`config.mk`:
```
export PLATFORM = sky130hd
export DESIGN_NAME = vga_term_ctrl
export DESIGN_NICKNAME = d
export VERILOG_FILES = /design/src/rtl/vga_term_ctrl.sv
export SDC_FILE = /design/constraint.sdc
export NUM_CORES = 1
export LEC_CHECK = 0
export ABC_AREA = 1
export BUFFER_PORTS_ARGS = -buffer_cell sky130_fd_sc_hd__buf_4
export CAP_MARGIN = 20
export CORE_ASPECT_RATIO = 1.2
export CORE_MARGIN = 1
export CORE_UTILIZATION = 40
export DETAILED_ROUTE_END_ITERATION = 10
export GPL_TIMING_DRIVEN = 0
export SLEW_MARGIN = 20
export SYNTH_ARGS = -nofsm -noshare
export SYNTH_HDL_FRONTEND = slang
export SYNTH_SLANG_ARGS = --single-unit
```
`constraint.sdc`:
```
create_clock -name clk -period 3.55 [get_ports clk]
set_input_delay 0.355 -clock clk [delete_from_list [all_inputs] [get_ports clk]]
set_output_delay 0.355 -clock clk [all_outputs]
set_load 0.02 [all_outputs]
```
`src/rtl/vga_term_ctrl.sv`:
```
// Terminal controller: turns Apple-1 display bytes into glyph writes in video RAM.
// Tracks the cursor and handles wrap and CR. Scrolling rotates row_offset and blanks the recycled row.
module vga_term_ctrl #(
  parameter int COLS   = 40,
  parameter int ROWS   = 24,
  parameter int ADDR_W = 10
) (
  input  logic              clk,
  input  logic              rst,
  input  logic              in_valid,
  input  logic [7:0]        in_char,
  output logic              in_ready,
  input  logic              clr,
  output logic              vram_we,
  output logic [ADDR_W-1:0] vram_addr,
  output logic [5:0]        vram_wdata,
  output logic [5:0]        cursor_col,
  output logic [4:0]        cursor_row,
  output logic [4:0]        row_offset,
  output logic              busy
);

  localparam int CELLS = ROWS * COLS;

  typedef enum logic [2:0] {IDLE, WRITE, NEWLINE, CLEAR_LINE, CLEAR_ALL} state_t;

  state_t            state;
  logic [ADDR_W-1:0] cnt;
  logic [ADDR_W-1:0] line_base;
  logic              clr_pend;

  logic              clr_req;
  logic              accept;
  logic [6:0]        c;
  logic [5:0]        glyph;
  logic              printable;
  logic [5:0]        row_sum;
  logic [4:0]        phys_row;
  logic [ADDR_W-1:0] cell_addr;
  logic              unused_bit7;

  assign unused_bit7 = in_char[7];
  assign c           = in_char[6:0];
  assign glyph       = {c[6] ? 1'b0 : c[5], c[4:0]};
  assign printable   = (c >= 7'h20) && (c <= 7'h7E);

  // A clr arriving this cycle already blocks the byte, so clr always wins over in_valid.
  assign clr_req  = clr_pend | clr;
  assign in_ready = (state == IDLE) && !clr_req;
  assign accept   = in_valid && in_ready;
  assign busy     = (state != IDLE);

  assign row_sum   = {1'b0, cursor_row} + {1'b0, row_offset};
  assign phys_row  = (row_sum >= 6'(ROWS)) ? 5'(row_sum - 6'(ROWS)) : row_sum[4:0];
  assign cell_addr = ADDR_W'(phys_row) * ADDR_W'(COLS) + ADDR_W'(cursor_col);

  always_ff @(posedge clk) begin
    if (rst) begin
      state      <= CLEAR_ALL;
      cnt        <= '0;
      line_base  <= '0;
      clr_pend   <= 1'b0;
      vram_we    <= 1'b0;
      vram_addr  <= '0;
      vram_wdata <= 6'h20;
      cursor_col <= '0;
      cursor_row <= '0;
      row_offset <= '0;
    end else begin
      vram_we <= 1'b0;
      if (clr) clr_pend <= 1'b1;
      case (state)
        IDLE: begin
          if (clr_req) begin
            clr_pend <= 1'b0;
            cnt      <= '0;
            state    <= CLEAR_ALL;
          end else if (accept) begin
            if (c == 7'h0D) begin
              state <= NEWLINE;
            end else if (printable) begin
              // Write is issued here so it lands in the WRITE cycle.
              vram_we    <= 1'b1;
              vram_addr  <= cell_addr;
              vram_wdata <= glyph;
              state      <= WRITE;
            end
          end
        end
        WRITE: begin
          if (cursor_col == 6'(COLS - 1)) begin
            state <= NEWLINE;
          end else begin
            cursor_col <= cursor_col + 6'd1;
            state      <= IDLE;
          end
        end
        NEWLINE: begin
          cursor_col <= '0;
          if (cursor_row < 5'(ROWS - 1)) begin
            cursor_row <= cursor_row + 5'd1;
            state      <= IDLE;
          end else begin
            // The old top row becomes the new bottom row and must be blanked.
            line_base  <= ADDR_W'(row_offset) * ADDR_W'(COLS);
            row_offset <= (row_offset == 5'(ROWS - 1)) ? 5'd0 : row_offset + 5'd1;
            cnt        <= '0;
            state      <= CLEAR_LINE;
          end
        end
        CLEAR_LINE: begin
          vram_we    <= 1'b1;
          vram_addr  <= line_base + cnt;
          vram_wdata <= 6'h20;
          if (cnt == ADDR_W'(COLS - 1)) state <= IDLE;
          else                          cnt   <= cnt + 1'b1;
        end
        CLEAR_ALL: begin
          vram_we    <= 1'b1;
          vram_addr  <= cnt;
          vram_wdata <= 6'h20;
          if (cnt == ADDR_W'(CELLS - 1)) begin
            cursor_col <= '0;
            cursor_row <= '0;
            row_offset <= '0;
            state      <= IDLE;
          end else begin
            cnt <= cnt + 1'b1;
          end
        end
        default: state <= IDLE;
      endcase
    end
  end

endmodule

```
==> results of run 1 <==
power groups by stage:
stage	logic [mW]	clock network (mW)	registers (mW)
final	0.0558	0.350	0.614
after detailed placement	0.0553	0	0.630
after global placement	0.0546	0	0.630
after CTS	0.0556	0.362	0.615
after floorplan	0.0271	0	0.632
after global routing	0.0610	0.389	0.615
critical path, stage by stage (launching register included):
cell	delay (ns)
dfxtp_4	0.37
ha_4	0.14
inv_2	0.04
fa_2	0.34
nand3b_1	0.22
nand3_1	0.11
nand2_1	0.06
nand2_2	0.09
nand2_2	0.07
a31oi_4	0.19
ha_4	0.24
ha_4	0.16
fa_1	0.52
nand2_1	0.07
inv_2	0.08
nand2_2	0.06
nor2_2	0.11
nand2_1	0.06
nand2_1	0.08
inv_1	0.04
nand2_1	0.06
nand3_2	0.07
a21oi_1	0.14
sequential cells by signal, indices dropped and copies added, names as in the netlist:
signal / flops
vram_wdata: 6
cursor_col: 6
vram_addr: 10
row_offset: 5
cursor_row: 5
state: 3
cnt: 10
vram_we: 1
clr_pend: 1
line_base: 7
per-layer routing:
layer | vias up | part of all wire [%] | track usage (%)
met5 | - | 0 | 0
met4 | 0 | 1.3 | 5.67
met3 | 8 | 3.2 | 2.23
met2 | 63 | 49 | 37.1
met1 | 1633 | 47 | 29.0
li1 | 1864 | - | -
path summary, 6_finish.rpt:
kind / startpoint / to / slack [ns] / cells after the start
setup / recovery: row_offset[0]$_SDFFE_PP0P_ / vram_addr[9]$_SDFFE_PP0P_ / 0.16 / 22
hold reg to reg: line_base[7]$_SDFFE_PP0P_ / line_base[7]$_SDFFE_PP0P_ / 0.46 / 2
hold / removal: rst / line_base[9]$_SDFFE_PP0P_ / 0.28 / 2
setup reg to reg: row_offset[0]$_SDFFE_PP0P_ / vram_addr[9]$_SDFFE_PP0P_ / 0.16 / 22
metrics by stage:
stage	TNS (ns)	hold slack [ns]	area, um2	setup WS, ns
2_1_floorplan	0	0.427	3670	0.0715
3_3_place_gp	-0.581	0.451	4150	-0.237
3_5_place_dp	-0.655	0.456	4150	-0.277
4_1_cts	0	0.280	4280	0.0489
5_1_grt	-0.0151	0.277	4380	-0.0130
6_report	0	0.283	4380	0.161
timing repair:
item                                    4_1_cts  5_1_grt
setup buffers                                 2        4
endpoints found under the setup margin        3        3
pin swaps                                     1       14
gates resized for setup                      10       18
cell families after synthesis:
family | count (synthesis)
xor+xnor | 14
fa+ha+maj | 35
simple gates | 247
flops | 54
compound gates | 104
buf+inv | 71
final cells by class:
type,count,share of cell area [%]
timing repair buffer,51,8.74
multi-input combinational,400,54.1
clock inverter,2,0.314
inverter,58,5.03
sequential,54,25.1
buffer,13,1.74
clock buffer,6,1.66
tap,117,3.34
synthesized netlist by cell type (2+ instances only):
master / count
nor3_2: 2
nor2_4: 3
xnor2_1: 4
o21ai_1: 6
nand2_1: 110
nor2_2: 2
nand3_1: 39
buf_6: 2
o211ai_1: 5
a31oi_1: 8
nor3_1: 13
fa_1: 5
nand3b_1: 2
a21oi_1: 47
xor2_1: 10
buf_4: 2
ha_1: 30
nand2_2: 5
nand4_1: 5
and3_1: 3
nor2_1: 57
clkbuf_1: 5
o21ai_0: 31
nand2_4: 2
a21boi_1: 2
inv_2: 6
dfxtp_1: 54
inv_1: 50
buf_2: 3
==> out/qor.csv, run 1 <==
metric;value;unit
outcome;completed;
Slew @ Worst Pin;0.665;ns
Core Util, Final;50.1;%
post-route insts no fill;701;
CTS max path bufs;2;
Synth Area in Adders;13.0;%
Crit. End Element;flop;
Async SR Flop Fraction;0;%
H-Tree Depth;2;
synth top area cells;dfxtp_1 29%, nand2_1 11%, ha_1 10%;
DR DRC count;0;
logic gate share of total power;5.5;%
Slew HR;55.7;%
fmax;0.295;GHz
fraction of layout cells with a size suffix above 1;19.3;%
CTS tree;done;
mux contribution to synthesized area;0;%
Main synth FF type;dfxtp_1;
Flop pwr share;60.2;%
Reg area;1100;um2
drt pass-1 iters;5;
CP Launch Type;flop;
Switching Share;24.6;%
area fraction in compound gates after synthesis;15.8;%
ANT nets after route;0;
Top Ports;47;
clock skew;0.0166;ns
total wire length;9810;um
period utilisation layout;95.5;%
Max Cap Violations;0;
Skew-Pair Late Insertion Delay;0.32;ns
leading area contributor after synthesis;dfxtp_1;
crit path DAT;3.63;ns
Post-Syn Instances;525;
hold_buf cts;0;
drt first-iter violations;179;
Power, Total;1.02;mW
max-slew violations;0;
area share of and/or/nand/nor cells after synthesis;30.3;%
sequential area share after synthesis;29.5;%
Post-Syn Area;3670;um2
Clock Sinks;54;
die area;9560;um2
vias in the first global route;3301;
Area Growth Syn to Fin;19.4;%
P_sw;0.250;mW
CTS Buf Count;5;
detailed placer's ending HPWL;7610;um
Via Count;3568;
Die X;89.4;um
Vias/cell;5.09;
first-pass GRT wire length;16000;um
Max Fanout on Critical Path;4;
initial antenna violation count;0;
average routed wire per standard cell;14.0;um
EDFF count, synth;0;
Starting Density;41.9;%
IO buf count;45;
worst vdd ir;139;uV
Inst Count DP;687;
Multi-input gate area;2370;um2
#FFs+latches synth;54;
xor and xnor area share after synthesis;3.34;%
endpoints failing setup;0;
Synth top area share;29.5;%
most frequent cells in the layout;106 x nand2_1, 55 x nor2_1, 53 x buf_4;
Internal;0.769;mW
Placer Congestion;0.846;
total global routing overflow;0;
n_diodes;0;
largest net degree at the start of global routing;17;
clock root buffer;clkbuf_8;
Leak Pwr;1.97;nW
fillcell total;872;
Rows;37;
final layout net count;630;
CP required;3.79;ns
Worst-path clk slew;0.10;ns
Tmin final;3.39;ns
Yosys Warn Count;0;
number of distinct library cells after synthesis;41;
GRT Util Overall;21.8;%
syn avg cell area;6.99;um2
Die Y;107;um
most common library cell in the layout ignoring fill and taps;nand2_1;
largest family of logic cells by synthesized area;simple AND/OR/NAND/NOR gates;
PwrDens;233;nW/um2
Hold Path Class;in -> reg;
kind of critical path;reg -> reg;
core footprint;8750;um2
Clk pwr share;34.3;%
syn_nets;572;
Hold Vio Cnt, Final;0;
(Power assumes the default switching activity.)
==> inputs of run 2 (changes only) <==
--- a/config.mk
+++ b/config.mk
@@ -10,9 +10,11 @@
 export CAP_MARGIN = 20
 export CORE_ASPECT_RATIO = 1.2
 export CORE_MARGIN = 1
-export CORE_UTILIZATION = 40
+export CORE_UTILIZATION = 53
 export DETAILED_ROUTE_END_ITERATION = 10
 export GPL_TIMING_DRIVEN = 0
+export PLACE_DENSITY = 0.77
+export REMOVE_ABC_BUFFERS = 1
 export SLEW_MARGIN = 20
 export SYNTH_ARGS = -nofsm -noshare
 export SYNTH_HDL_FRONTEND = slang
==> run 2 against run 1 <==
Net effect:
- cell count shrank 6.4%
- clock power shrank 2%
- sequential cell count is the same
- critical path depth is the same
- register-to-register slack is essentially flat
- wire length shrank 6.5%
- non-clock buffer count shrank 12
- global-route usage grew 4.6 points
- critical path type unchanged
==> out/qor.csv, run 2 (synthesis results as in run 1) <==
metric;value;unit;change
DR DRC count;0;;unchanged
vias in the first global route;3354;;was 3,301
clock skew;0.00463;ns;was 0.0166 ns
PwrDens;237;nW/um2;was 233 nW/um2
GRT Util Overall;26.4;%;was 21.8%
worst vdd ir;237;uV;was 139 uV
Clk pwr share;34.1;%;was 34.3%
fmax;0.294;GHz;was 0.295 GHz
crit path DAT;3.66;ns;was 3.63 ns
CTS max path bufs;2;;unchanged
total global routing overflow;0;;unchanged
CTS Buf Count;5;;unchanged
Core Util, Final;65.0;%;was 50.1%
most common library cell in the layout ignoring fill and taps;nand2_1;;unchanged
Critical-path top delay cell;fa_2;;was fa_1
CP Launch Type;flop;;unchanged
R2R Path End;vram_addr[9]$_SDFFE_PP0P_;;unchanged
Die Y;93.1;um;was 107 um
Hold WS;0.287;ns;was 0.283 ns
Via Count;3587;;was 3,568
Starting Density;55.8;%;was 41.9%
fraction of layout cells with a size suffix above 1;18.9;%;was 19.3%
Worst-path clk slew;0.10;ns;about the same
first-pass GRT wire length;15300;um;was 16,000 um
IO buf count;45;;unchanged
Max Cap Violations;0;;unchanged
RSZ-0062 raised after global routing;yes;;
logic gate share of total power;5.2;%;was 5.5%
placed standard-cell area;4040;um2;was 4150 um2
design area;4270;um2;was 4380 um2
Skew-Pair Late Insertion Delay;0.31;ns;was 0.32 ns
Hold Path Class;in -> reg;;unchanged
Worst path depth;22;;unchanged
outcome;completed;;unchanged
H-Tree Depth;2;;unchanged
flop2flop setup slack;0.15;ns;was 0.16 ns
CP required;3.80;ns;was 3.79 ns
Max Fanout on Critical Path;4;;unchanged
die area;7260;um2;was 9560 um2
delay-heaviest family, CP;adder cells;;unchanged
Top Ports;47;;unchanged
Die X;77.9;um;was 89.4 um
max-slew violations;0;;unchanged
most frequent cells in the layout;104 x nand2_1, 56 x nor2_1, 52 x buf_4;;was 106 x nand2_1, 55 x nor2_1, 53 x buf_4
kind of critical path;reg -> reg;;unchanged
Area Growth Syn to Fin;16.4;%;was 19.4%
CP max stage delay;0.56;ns;was 0.52 ns
buffers and inverters on the worst path;3;;unchanged
Clock Sinks;54;;unchanged
total wire length;9170;um;was 9810 um
final layout net count;618;;was 630
Flop pwr share;60.8;%;was 60.2%
endpoints failing setup;0;;unchanged
core footprint;6570;um2;was 8750 um2
ANT nets after route;0;;unchanged
Slew HR;50.2;%;was 55.7%
clock root buffer;clkbuf_8;;unchanged
n_diodes;0;;unchanged
Critical Path Sink;vram_addr[9]$_SDFFE_PP0P_;;unchanged
drt first-iter violations;182;;was 179
Slew @ Worst Pin;0.746;ns;was 0.665 ns
crit path cell chain;ha_4, inv_2, fa_2, nand3b_1, nand3_1, nand2_1, nand2_2, nand2_2, a31oi_4, ha_4, ha_4, fa_2, nand2_2, inv_2, nand2_2, nor2_2, nand2_1, nand2_2, inv_2, nand2_2, nand3_2, a21oi_2;;was ha_4, inv_2, fa_2, nand3b_1, nand3_1, nand2_1, nand2_2, nand2_2, a31oi_4, ha_4, ha_4, fa_1, nand2_1, inv_2, nand2_2, nor2_2, nand2_1, nand2_1, inv_1, nand2_1, nand3_2, a21oi_1
average routed wire per standard cell;14.0;um;about the same
drt pass-1 iters;4;;was 5
period utilisation layout;95.8;%;was 95.5%
initial antenna violation count;0;;unchanged
Hold Vio Cnt, Final;0;;unchanged
Tmin final;3.40;ns;was 3.39 ns
crit path from;row_offset[0]$_SDFFE_PP0P_;;unchanged
largest registers;cnt (10), vram_addr (10), line_base (7);;unchanged
Vias/cell;5.47;;was 5.09
Rows;32;;was 37
Leak Pwr;1.92;nW;was 1.97 nW
most used cell, CP;nand2_2;;was nand2_1
Placer Congestion;0.922;;was 0.846
largest net degree at the start of global routing;28;;was 17
CTS tree;done;;unchanged
Power, Total;1.01;mW;was 1.02 mW
Crit. End Element;flop;;unchanged
hold_buf cts;0;;unchanged
detailed placer's ending HPWL;6700;um;was 7610 um
P_sw;0.245;mW;was 0.250 mW
Internal;0.765;mW;was 0.769 mW
Reg-to-Reg Start;row_offset[0]$_SDFFE_PP0P_;;unchanged
Switching Share;24.3;%;was 24.6%
worst r2r path cells;22;;unchanged
## run 2: changes by cell type in the layout (fill, tap and decap cells not counted), moves of 2 or more
cell,change
a21oi_1,-2
nand2_1,-2
buf_6,-2
buf_2,-3
nand2_2,+2
a21oi_2,+2
clkbuf_1,-5
## run 2: tightest hold or removal path: cells and delay by family
| kind | cells | cell delay [ns] |
|---|---|---|
| buffers and inverters | 1 | 0.08 |
| and+or+nand+nor | 2 | 0.14 |
## run 2: what timing repair did
| item | CTS | global route |
|---|---|---|
| buffers inserted | 3 | 4 |
| setup endpoints to repair | 3 | 3 |
| gates resized for setup | 10 | 21 |
| pin swaps | 2 | 13 |
## run 2: worst min-delay path by stage
stage,start,to,slack (ns),depth (start not counted)
floorplan,rst,cnt[2]$_SDFFE_PP0P_,0.42,1
global placement,line_base[7]$_SDFFE_PP0P_,line_base[7]$_SDFFE_PP0P_,0.44,2
detailed placement,line_base[7]$_SDFFE_PP0P_,line_base[7]$_SDFFE_PP0P_,0.44,2
CTS,clr,clr_pend$_SDFF_PP0_,0.29,3
global route,clr,clr_pend$_SDFF_PP0_,0.31,3
finish,clr,clr_pend$_SDFF_PP0_,0.29,3
## run 2: area by class of cell
type / instances / area [um2]
clock buffer: 6 / 72.6
timing repair buffer: 52 / 390
fill: 602 / 2300
sequential: 54 / 1100
multi-input combinational: 400 / 2380
clock inverter: 1 / 7.51
inverter: 58 / 220
tap: 85 / 106
## run 2: power by group through the flow
stage / clock network [mW] / logic, mW / registers, mW
after global placement: 0 / 0.0505 / 0.630
after global routing: 0.374 / 0.0588 / 0.615
after detailed placement: 0 / 0.0519 / 0.630
after floorplan: 0 / 0.0238 / 0.632
after CTS: 0.350 / 0.0521 / 0.615
final: 0.344 / 0.0521 / 0.614
## run 2: stage by stage
stage / TNS (ns) / setup WS (ns) / std cells
2_1_floorplan: 0 / 0.0569 / 512
3_5_place_dp: -0.514 / -0.272 / 642
6_report: 0 / 0.147 / 656
4_1_cts: 0 / 0.0258 / 652
5_1_grt: -0.0834 / -0.0834 / 656
3_3_place_gp: -0.339 / -0.211 / 642
## run 2: metal layers
layer	track usage, %	vias up	share of wire [%]
met4	9.10	0	1.8
met1	31.5	1637	43
met2	48.4	103	50
li1	-	1834	-
met3	3.22	13	5.2
met5	0	-	0
==> inputs of run 3 (changes only) <==
--- a/config.mk
+++ b/config.mk
@@ -12,7 +12,9 @@
 export CORE_MARGIN = 1
 export CORE_UTILIZATION = 53
 export DETAILED_ROUTE_END_ITERATION = 10
+export GPL_ROUTABILITY_DRIVEN = 0
 export GPL_TIMING_DRIVEN = 0
+export MAX_ROUTING_LAYER = met4
 export PLACE_DENSITY = 0.77
 export REMOVE_ABC_BUFFERS = 1
 export SLEW_MARGIN = 20
==> run 3 against run 2 <==
Net effect:
- critical path depth unchanged
- global-route usage up 0.71 points
- maximum frequency about the same
- non-clock buffer count unchanged
- power about the same
- first-iteration DRC count down 3.3%
- cell count unchanged
- worst setup slack about the same
- worst hold slack better by 0.0017 ns
- via count up 1.1%
- register-to-register slack about the same
- largest cell class unchanged
==> out/qor.csv, run 3 (synthesis results as in run 1) <==
metric;value;unit;change
n_diodes;0;;unchanged
Starting Density;55.8;%;unchanged
RSZ-0062 raised after global routing;yes;;unchanged
fmax;0.294;GHz;about the same
clock skew;0.00573;ns;was 0.00463 ns
Clock Sinks;54;;unchanged
DR DRC count;0;;unchanged
outcome;completed;;unchanged
Vias/cell;5.53;;was 5.47
fraction of layout cells with a size suffix above 1;18.9;%;unchanged
average routed wire per standard cell;13.9;um;was 14.0 um
most common library cell in the layout ignoring fill and taps;nand2_1;;unchanged
Crit. End Element;flop;;unchanged
Area Growth Syn to Fin;16.4;%;unchanged
Hold Vio Cnt, Final;0;;unchanged
Worst-path clk slew;0.10;ns;about the same
GRT Util Overall;27.1;%;was 26.4%
Tmin final;3.40;ns;about the same
CTS max path bufs;2;;unchanged
CP required;3.80;ns;about the same
Place WS;-0.272;ns;unchanged
Skew-Pair Late Insertion Delay;0.31;ns;about the same
most frequent cells in the layout;104 x nand2_1, 56 x nor2_1, 52 x buf_4;;unchanged
Reg-to-Reg Start;row_offset[0]$_SDFFE_PP0P_;;unchanged
core footprint;6570;um2;unchanged
total wire length;9150;um;was 9170 um
hold_buf cts;0;;unchanged
Max Fanout on Critical Path;4;;unchanged
final layout net count;618;;unchanged
setup slack after layout;0.147;ns;about the same
clock root buffer;clkbuf_8;;unchanged
hold path startpoint;clr;;unchanged
Hold Path Class;in -> reg;;unchanged
Slew @ Worst Pin;0.750;ns;was 0.746 ns
Die X;77.9;um;unchanged
Via Count;3625;;was 3,587
drt pass-1 iters;5;;was 4
Core Util, Final;65.0;%;unchanged
WHS Path Cells;3;;unchanged
design area;4270;um2;unchanged
die area;7260;um2;unchanged
CP Launch Type;flop;;unchanged
Rows;32;;unchanged
Die Y;93.1;um;unchanged
first-pass GRT wire length;15300;um;about the same
R2R Path End;vram_addr[9]$_SDFFE_PP0P_;;unchanged
worst vdd ir;236;uV;was 237 uV
CTS tree;done;;unchanged
CTS Buf Count;5;;unchanged
total global routing overflow;0;;unchanged
PwrDens;236;nW/um2;was 237 nW/um2
endpoints failing setup;0;;unchanged
vias in the first global route;3352;;was 3,354
placed standard-cell area;4040;um2;unchanged
IO buf count;45;;unchanged
largest net degree at the start of global routing;28;;unchanged
Leak Pwr;1.92;nW;unchanged
crit path DAT;3.65;ns;was 3.66 ns
ANT nets after route;0;;unchanged
flop2flop setup slack;0.15;ns;about the same
Max Cap Violations;0;;unchanged
largest registers;cnt (10), vram_addr (10), line_base (7);;unchanged
initial antenna violation count;0;;unchanged
Slew HR;50.0;%;was 50.2%
max-slew violations;0;;unchanged
H-Tree Depth;2;;unchanged
Hold WS;0.289;ns;was 0.287 ns
setup TNS;0;ns;unchanged
hold endpoint;clr_pend$_SDFF_PP0_;;unchanged
kind of critical path;reg -> reg;;unchanged
worst r2r path cells;22;;unchanged
Top Ports;47;;unchanged
drt first-iter violations;176;;was 182
period utilisation layout;95.8;%;about the same
detailed placer's ending HPWL;6700;um;unchanged
## run 3: cell counts in the layout (fill, tap and decap cells not counted)
No cell type changed its count.
## run 3: worst max-delay path by stage
| stage | startpoint | to | slack (ns) | cells past startpoint |
|---|---|---|---|---|
| 2_1_floorplan | row_offset[0]$_SDFFE_PP0P_ | vram_addr[9]$_SDFFE_PP0P_ | 0.06 | 22 |
| 3_3_place_gp | row_offset[0]$_SDFFE_PP0P_ | vram_addr[9]$_SDFFE_PP0P_ | -0.21 | 22 |
| 3_5_place_dp | row_offset[0]$_SDFFE_PP0P_ | vram_addr[9]$_SDFFE_PP0P_ | -0.27 | 22 |
| 4_1_cts | cursor_row[0]$_SDFFE_PP0P_ | vram_addr[9]$_SDFFE_PP0P_ | 0.03 | 22 |
| 5_1_grt | row_offset[0]$_SDFFE_PP0P_ | vram_addr[9]$_SDFFE_PP0P_ | -0.08 | 22 |
| 6_report | row_offset[0]$_SDFFE_PP0P_ | vram_addr[9]$_SDFFE_PP0P_ | 0.15 | 22 |
## run 3: power by group
part	internal, mW	leakage [nW]	switching [mW]
combinational	0.0197	1.44	0.0324
clock	0.136	0.0373	0.207
sequential	0.609	0.441	0.00508
total	0.765	1.92	0.245
## run 3: final cells by class
| type | instances | area (um2) |
|---|---|---|
| Fill cell | 602 | 2300 |
| Inverter | 58 | 220 |
| Tap cell | 85 | 106 |
| Clock buffer | 6 | 72.6 |
| Multi-Input combinational cell | 400 | 2380 |
| Clock inverter | 1 | 7.51 |
| Timing Repair Buffer | 52 | 390 |
| Sequential cell | 54 | 1100 |
## run 3: timing repair
action,in CTS,in global routing
pin swaps,2,13
setup buffers,3,4
endpoints found under the setup margin,3,3
endpoints found under the hold margin,0,0
gates resized for setup,10,21
## run 3: layer usage
metal	global-route usage (%)	vias up	part of all wire, %
met4	9.10	0	2.2
met2	48.4	110	50
li1	-	1832	-
met1	31.6	1667	42
met5	-	-	0
met3	3.02	16	5.6
## run 3: stage by stage
stage / power, mW / cells
3_5_place_dp: 0.682 / 642
2_1_floorplan: 0.656 / 512
6_report: 1.01 / 656
4_1_cts: 1.02 / 652
5_1_grt: 1.05 / 656
3_3_place_gp: 0.681 / 642
## run 3: critical path: stages (launching register included)
cell      delay (ns)
dfxtp_4         0.38
ha_4            0.14
inv_2           0.03
fa_2            0.35
nand3b_1        0.21
nand3_1         0.12
nand2_1         0.06
nand2_2         0.08
nand2_2         0.06
a31oi_4         0.18
ha_4            0.23
ha_4            0.16
fa_2            0.56
nand2_2         0.07
inv_2           0.07
nand2_2         0.07
nor2_2          0.10
nand2_1         0.07
nand2_2         0.08
inv_2           0.04
nand2_2         0.06
nand3_2         0.08
a21oi_2         0.14
